**src/rtl/sprite_pkg.sv**
```systemverilog
// Shared sprite-memory geometry and loader state type.
// Used by the sprite loader (write side) and the draw logic (read side) so that
// both agree on the address layout: sprite*SPRITE_PIXELS + row*SPRITE_W + col.
package sprite_pkg;

  localparam int unsigned SPRITE_W         = 20;
  localparam int unsigned SPRITE_H         = 20;
  localparam int unsigned SPRITE_PIXELS    = SPRITE_W * SPRITE_H;
  localparam int unsigned NUM_SPRITES      = 38;
  localparam int unsigned BG_SPRITE        = 37;
  // Two 4-bit pixels per byte; SPRITE_W is even so a byte never straddles a row.
  localparam int unsigned BYTES_PER_SPRITE = SPRITE_PIXELS / 2;

  typedef enum logic [1:0] {IDLE, ACCEPT, WR_LO, WR_HI} loader_state_t;

  // One past the last slot a command touches; 7 bits so 63 + 63 cannot wrap.
  function automatic logic [6:0] slot_end(input logic [5:0] first, input logic [5:0] count);
    return {1'b0, first} + {1'b0, count};
  endfunction

endpackage

```
**src/rtl/sprite_loader_if.sv**
```systemverilog
// Command, byte-stream and memory-write bundle of the sprite loader.
//   start, start_sprite, n_sprites : load command (host -> loader)
//   data_in, data_valid, data_ready: packed-pixel byte stream with handshake
//   write_address, write_data, we  : sprite memory write port (loader -> RAM)
//   busy, done, error              : command status
// master = host/boot stream side, slave = loader.
interface sprite_loader_if #(
  parameter int unsigned ADDR_W = 16
) ();

  logic              start;
  logic [5:0]        start_sprite;
  logic [5:0]        n_sprites;
  logic [7:0]        data_in;
  logic              data_valid;
  logic              data_ready;
  logic [ADDR_W-1:0] write_address;
  logic [3:0]        write_data;
  logic              we;
  logic              busy;
  logic              done;
  logic              error;

  modport master (
    output start, start_sprite, n_sprites, data_in, data_valid,
    input  data_ready, write_address, write_data, we, busy, done, error
  );

  modport slave (
    input  start, start_sprite, n_sprites, data_in, data_valid,
    output data_ready, write_address, write_data, we, busy, done, error
  );

endinterface

```
**src/rtl/sprite_loader.sv**
```systemverilog
// Sprite loader: unpacks a byte stream of 4-bit colour pairs into sprite memory.
// One command loads n_sprites consecutive 20x20 slots starting at start_sprite.
// Ports:
//   Clk   : system clock
//   Reset : synchronous, active-high reset
//   bus   : sprite_loader_if.slave (command, byte handshake, write port, status)
// Every output is a register; the next-state logic computes the value each
// output must have while the FSM sits in its next state.
module sprite_loader
  import sprite_pkg::*;
#(
  parameter int unsigned ADDR_W = 16
) (
  input  logic           Clk,
  input  logic           Reset,
  sprite_loader_if.slave bus
);

  loader_state_t     state_q, state_d;
  logic [ADDR_W-1:0] base_q, base_d;
  logic [ADDR_W-1:0] total_q, total_d;
  logic [ADDR_W-1:0] pix_q, pix_d;
  logic [7:0]        byte_q, byte_d;

  logic              data_ready_q, data_ready_d;
  logic              we_q, we_d;
  logic [ADDR_W-1:0] addr_q, addr_d;
  logic [3:0]        wdata_q, wdata_d;
  logic              busy_q, busy_d;
  logic              done_q, done_d;
  logic              error_q, error_d;

  always_comb begin
    state_d      = state_q;
    base_d       = base_q;
    total_d      = total_q;
    pix_d        = pix_q;
    byte_d       = byte_q;
    data_ready_d = 1'b0;
    we_d         = 1'b0;
    addr_d       = addr_q;
    wdata_d      = wdata_q;
    busy_d       = busy_q;
    done_d       = 1'b0;
    error_d      = 1'b0;

    unique case (state_q)
      IDLE: begin
        if (bus.start) begin
          if (slot_end(bus.start_sprite, bus.n_sprites) > 7'(NUM_SPRITES)) begin
            error_d = 1'b1;
          end else if (bus.n_sprites == 6'd0) begin
            done_d = 1'b1;
          end else begin
            // Only multiplies in the design; per-pixel addressing is base + counter.
            base_d       = ADDR_W'(bus.start_sprite) * ADDR_W'(SPRITE_PIXELS);
            total_d      = ADDR_W'(bus.n_sprites) * ADDR_W'(SPRITE_PIXELS);
            pix_d        = '0;
            busy_d       = 1'b1;
            data_ready_d = 1'b1;
            state_d      = ACCEPT;
          end
        end
      end

      ACCEPT: begin
        data_ready_d = 1'b1;
        if (bus.data_valid && data_ready_q) begin
          // Set up the low-nibble write that is visible while in WR_LO.
          byte_d       = bus.data_in;
          we_d         = 1'b1;
          wdata_d      = bus.data_in[3:0];
          addr_d       = base_q + pix_q;
          pix_d        = pix_q + ADDR_W'(1);
          data_ready_d = 1'b0;
          state_d      = WR_LO;
        end
      end

      WR_LO: begin
        // Set up the high-nibble write that is visible while in WR_HI.
        we_d    = 1'b1;
        wdata_d = byte_q[7:4];
        addr_d  = base_q + pix_q;
        pix_d   = pix_q + ADDR_W'(1);
        state_d = WR_HI;
      end

      WR_HI: begin
        // pix_q already counts the high-nibble write currently on the port.
        if (pix_q == total_q) begin
          done_d  = 1'b1;
          busy_d  = 1'b0;
          state_d = IDLE;
        end else begin
          data_ready_d = 1'b1;
          state_d      = ACCEPT;
        end
      end

      default: begin
        busy_d  = 1'b0;
        state_d = IDLE;
      end
    endcase
  end

  always_ff @(posedge Clk) begin
    if (Reset) begin
      state_q      <= IDLE;
      base_q       <= '0;
      total_q      <= '0;
      pix_q        <= '0;
      byte_q       <= '0;
      data_ready_q <= 1'b0;
      we_q         <= 1'b0;
      addr_q       <= '0;
      wdata_q      <= '0;
      busy_q       <= 1'b0;
      done_q       <= 1'b0;
      error_q      <= 1'b0;
    end else begin
      state_q      <= state_d;
      base_q       <= base_d;
      total_q      <= total_d;
      pix_q        <= pix_d;
      byte_q       <= byte_d;
      data_ready_q <= data_ready_d;
      we_q         <= we_d;
      addr_q       <= addr_d;
      wdata_q      <= wdata_d;
      busy_q       <= busy_d;
      done_q       <= done_d;
      error_q      <= error_d;
    end
  end

  assign bus.data_ready    = data_ready_q;
  assign bus.we            = we_q;
  assign bus.write_address = addr_q;
  assign bus.write_data    = wdata_q;
  assign bus.busy          = busy_q;
  assign bus.done          = done_q;
  assign bus.error         = error_q;

endmodule

```
**src/flat_wrapper.sv**
```systemverilog
// flat-port wrapper written by rule: the top's interface ports become plain ports
module sprite_loader_flat import sprite_pkg::*;
#(
  parameter int unsigned ADDR_W = 16
)
  (Clk, Reset, bus_start, bus_start_sprite, bus_n_sprites, bus_data_in, bus_data_valid, bus_data_ready, bus_write_address, bus_write_data, bus_we, bus_busy, bus_done, bus_error);
  sprite_loader_if #(.ADDR_W(ADDR_W)) bus_i ();
  input  logic Clk;
  input  logic Reset;
  input wire logic [$bits(bus_i.start)-1:0] bus_start;
  input wire logic [$bits(bus_i.start_sprite)-1:0] bus_start_sprite;
  input wire logic [$bits(bus_i.n_sprites)-1:0] bus_n_sprites;
  input wire logic [$bits(bus_i.data_in)-1:0] bus_data_in;
  input wire logic [$bits(bus_i.data_valid)-1:0] bus_data_valid;
  output wire logic [$bits(bus_i.data_ready)-1:0] bus_data_ready;
  output wire logic [$bits(bus_i.write_address)-1:0] bus_write_address;
  output wire logic [$bits(bus_i.write_data)-1:0] bus_write_data;
  output wire logic [$bits(bus_i.we)-1:0] bus_we;
  output wire logic [$bits(bus_i.busy)-1:0] bus_busy;
  output wire logic [$bits(bus_i.done)-1:0] bus_done;
  output wire logic [$bits(bus_i.error)-1:0] bus_error;
  assign bus_i.start = bus_start;
  assign bus_i.start_sprite = bus_start_sprite;
  assign bus_i.n_sprites = bus_n_sprites;
  assign bus_i.data_in = bus_data_in;
  assign bus_i.data_valid = bus_data_valid;
  assign bus_data_ready = bus_i.data_ready;
  assign bus_write_address = bus_i.write_address;
  assign bus_write_data = bus_i.write_data;
  assign bus_we = bus_i.we;
  assign bus_busy = bus_i.busy;
  assign bus_done = bus_i.done;
  assign bus_error = bus_i.error;
  sprite_loader #(.ADDR_W(ADDR_W)) u_core (.Clk(Clk), .Reset(Reset), .bus(bus_i));
endmodule
```
**config.mk**
```make
export PLATFORM = sky130hd
export DESIGN_NAME = sprite_loader_flat
export DESIGN_NICKNAME = d
export VERILOG_FILES = /design/src/rtl/sprite_pkg.sv /design/src/rtl/sprite_loader_if.sv /design/src/rtl/sprite_loader.sv /design/src/flat_wrapper.sv
export SDC_FILE = /design/constraint.sdc
export NUM_CORES = 1
export LEC_CHECK = 0
export ABC_AREA = 0
export ABC_CLOCK_PERIOD_IN_PS = 4930
export BUFFER_PORTS_ARGS = -buffer_cell sky130_fd_sc_hd__buf_4
export CAP_MARGIN = 20
export CORE_ASPECT_RATIO = 0.7
export CORE_MARGIN = 3
export CORE_UTILIZATION = 55
export CTS_CLUSTER_DIAMETER = 100
export DETAILED_ROUTE_END_ITERATION = 6
export GPL_TIMING_DRIVEN = 0
export PLACE_DENSITY = 0.72
export SLEW_MARGIN = 15
export SYNTH_ARGS = -nofsm -noshare
export SYNTH_HDL_FRONTEND = slang
export SYNTH_SLANG_ARGS = --single-unit
```
**constraint.sdc**
```tcl
create_clock -name Clk -period 4.93 [get_ports Clk]
set_input_delay 0 -clock Clk [delete_from_list [all_inputs] [get_ports Clk]]
set_output_delay 0 -clock Clk [all_outputs]
set_load 0.01 [all_outputs]
```
==> impl_metrics.csv <==
group,metric,value,unit
placed_design,port-buffer-count,48,
setup_path,worstReg2RegEnd,"u_core.pix_q[4]",
clock_tree,cts_max_level,3,
synthesis,ys_types,62,
timing,hold_ws,0.0212,ns
synthesis,synth_common_cells,"ha_1 (73), dfxtp_1 (69), a21oi_1 (50)",
setup_path,path_class,"in2reg",
drt,wire_per_inst,18.6,µm
setup_path,crit_start,"bus_n_sprites[0]",
cells_and_area,num-nets-final,753,
cells_and_area,fillerInstances,741,
cells_and_area,multiInputGateArea,3370,µm²
synthesis,avgSynthCellArea,8.61,µm²
power,p_leak,0.00257,µW
clock_tree,cts_sinks,69,
synthesis,yosysSeqAreaShare,27.6,%
global_route,overflow,0,
floorplanning,initial_utilization,57.9,%
timing,min_period,3.09,ns
clock_tree,post-cts-setup-buffers,0,
power,p_per_area,410,nW/µm²
setup_path,critical_path_required,5.19,ns
cells_and_area,area_growth,18.7,%
drt,drt-initial-drc-count,461,
timing,finalCritPeriodShare,62.6,%
global_route,grt_use_total,28.9,%
outcome,outcome,"finished, final reports clean",
timing,slew_viol_final,0,
power,finalPower,2440,µW
setup_path,rr_worst_depth,9,
min_path,hp-class,"in2reg",
timing,skew,0.00611,ns
flow_run,maxCapViolations,0,
synthesis,synthCells,582,
timing,finalSetupTns,0,ns
clock_tree,cts_buffers,9,
synthesis,synth_seq_cells,69,
drt,drt_wl_total,14400,µm
synthesis,yosysTopAreaCellShare,27.6,%
setup_path,crit_fanout,10,
global_route,grt_pass1_vias,4689,
synthesis,yosysWarnings,0,
floorplanning,coreArea,8650,µm²
timing,tightestPinTransition,0.723,ns
power,ir_drop,0.000303,V
placed_design,place_area,5520,µm²
cells_and_area,seqCellArea,1380,µm²
setup_path,end_kind,"register",
setup_path,start_kind,"input port",
setup_path,worstReg2RegStart,"u_core.state_q[1]",
clock_tree,root_buffer,"clkbuf_16",
drt,drc,0,
cells_and_area,n_antenna_cell,0,
timing,hold_violations,0,
synthesis,synth_area,5010,µm²
synthesis,synthTopCellsByArea,"dfxtp_1 (28%), ha_1 (18%), a21oi_1 (5.0%)",
cells_and_area,final_cell_area,5950,µm²
setup_path,ff2ff_setup_slack,2.30,ns
placed_design,hpwl,10900,µm
clock_tree,clk_latency,0.34,ns
floorplanning,die-area,10300,µm²
clock_tree,ctsLongestPathBuffers,2,
floorplanning,ios,49,
floorplanning,die_w,120,µm
synthesis,syn_nets,683,
drt,vias_per_cell,6.23,
floorplanning,die_h,85.9,µm
setup_path,critPathArrivalTime,3.34,ns
drt,dr.pass1.iters,7,
global_route,antenna_found_initial,0,
clock_tree,cts_tree,"yes",
timing,clock.fmax,324,MHz
synthesis,async_flop_share,0,%
drt,final_antenna_net_count,0,
setup_path,crit_end,"u_core.base_q[13]",
global_route,grt_max_degree,12,
floorplanning,row_count,28,
cells_and_area,drive_gt1_share,13.3,%
synthesis,synth_flop_cell,"dfxtp_1",
synthesis,yosysTopAreaCell,"dfxtp_1",
drt,vias,4835,
placed_design,gp_congestion,0.929,
timing,setup_viol,0,
global_route,grt_pass1_wl,23500,µm
clock_tree,cts.repair.resized,0,
synthesis,yosysMostFrequentCell,"ha_1",
clock_tree,path_clk_slew,0.05,ns
timing,rsz0062_at_grt,"no",
synthesis,synth_edf_count,0,
cells_and_area,fin_util,68.7,%
timing,slew_headroom,51.8,%
[how the worst min path moves through the flow]
stage | slack (ns) | to | depth (start not counted) | start
after floorplan | 0.14 | u_core.byte_q[4] | 2 | bus_data_in[4]
after global placement | 0.23 | u_core.byte_q[4] | 3 | bus_data_in[4]
after detailed placement | 0.24 | u_core.byte_q[5] | 3 | bus_data_in[5]
after CTS | 0.02 | u_core.bus.write_data[3] | 3 | bus_data_in[3]
after global routing | 0.05 | u_core.bus.write_data[2] | 3 | bus_data_in[2]
final | 0.02 | u_core.bus.write_data[3] | 3 | bus_data_in[3]
[metrics by stage]
step | cells | setup WS, ns
after floorplan | 582 | 2.63
final | 776 | 1.84
after global routing | 776 | 1.65
after detailed placement | 750 | 2.18
after CTS | 776 | 1.96
after global placement | 750 | 2.24
[cell usage in the layout (no fill, tap or decap), drive strengths merged, types with 3 or more instances in the layout]
cell         count
buf             57
o22ai            3
inv             31
dlygate4sd3     11
nor3b            7
nor4             6
nand2b           4
o21bai           4
nor2b            5
a32o             7
o311ai          11
or2              3
o211ai           7
dfxtp           69
and3             5
o21a            12
nor4b            6
mux2i            9
o21ai           28
ha              73
a21o             7
clkbuf          35
a211oi          11
nor3            20
fa               4
nor2            21
o31ai           13
nand3           37
a31oi            8
clkinv           3
xor2            19
xnor2           10
a21oi           50
nand2           35
[flip-flops by register name (all words and copies together) (netlist names)]
register	flops
u_core.pix_q	16
u_core.bus.we	1
u_core.state_q	2
u_core.bus.write_data	4
u_core.bus.busy	1
u_core.bus.write_address	16
u_core.bus.done	1
u_core.total_q	11
u_core.bus.error	1
u_core.bus.data_ready	1
u_core.byte_q	4
u_core.base_q	11
[layout make-up]
class	count	share of cell area, %
buffer	34	2.48
timing repair buffer	59	7.91
clock inverter	5	1.26
inverter	31	1.96
multi-input combinational	448	56.6
sequential	69	23.2
tap	120	2.53
clock buffer	10	4.02
[worst max-delay path, stage by stage]
cell and delay (ns):
dlygate4sd3_1 0.54, buf_4 0.16, ha_1 0.22, fa_1 0.44, a21oi_1 0.24, o221ai_2 0.22, nor3b_1 0.55, clkbuf_1 0.47
nand3_1 0.25, o22ai_1 0.26
[logic make-up after synthesis]
logic type / after synthesis / synth area share (%)
AOI/OAI and AO/OA: 175 / 23.7
and+or+nand+nor: 158 / 16.7
adders and majority gates: 77 / 19.8
DFF: 69 / 27.6
buffers and inverters: 65 / 5.27
xor gates and xnor gates: 29 / 5.07
muxes: 9 / 1.80
[layer usage]
metal | vias to the layer above | track usage, % | part of all wire [%]
li1 | 2290 | - | -
met1 | 2305 | 42.2 | 47
met2 | 222 | 42.5 | 43
met3 | 18 | 7.65 | 9.4
met4 | 0 | 6.86 | 0.90
met5 | - | 0 | 0
[power breakdown]
part	internal (µW)	switching [µW]
sequential	630	56.1
clock	451	242
combinational	399	659
total	1480	957
[repair_timing]
item	CTS	global route
hold buffers	11	0
endpoints found under the setup margin	0	0
hold endpoints to repair	11	0
Power figures use the tool's default switching activity.
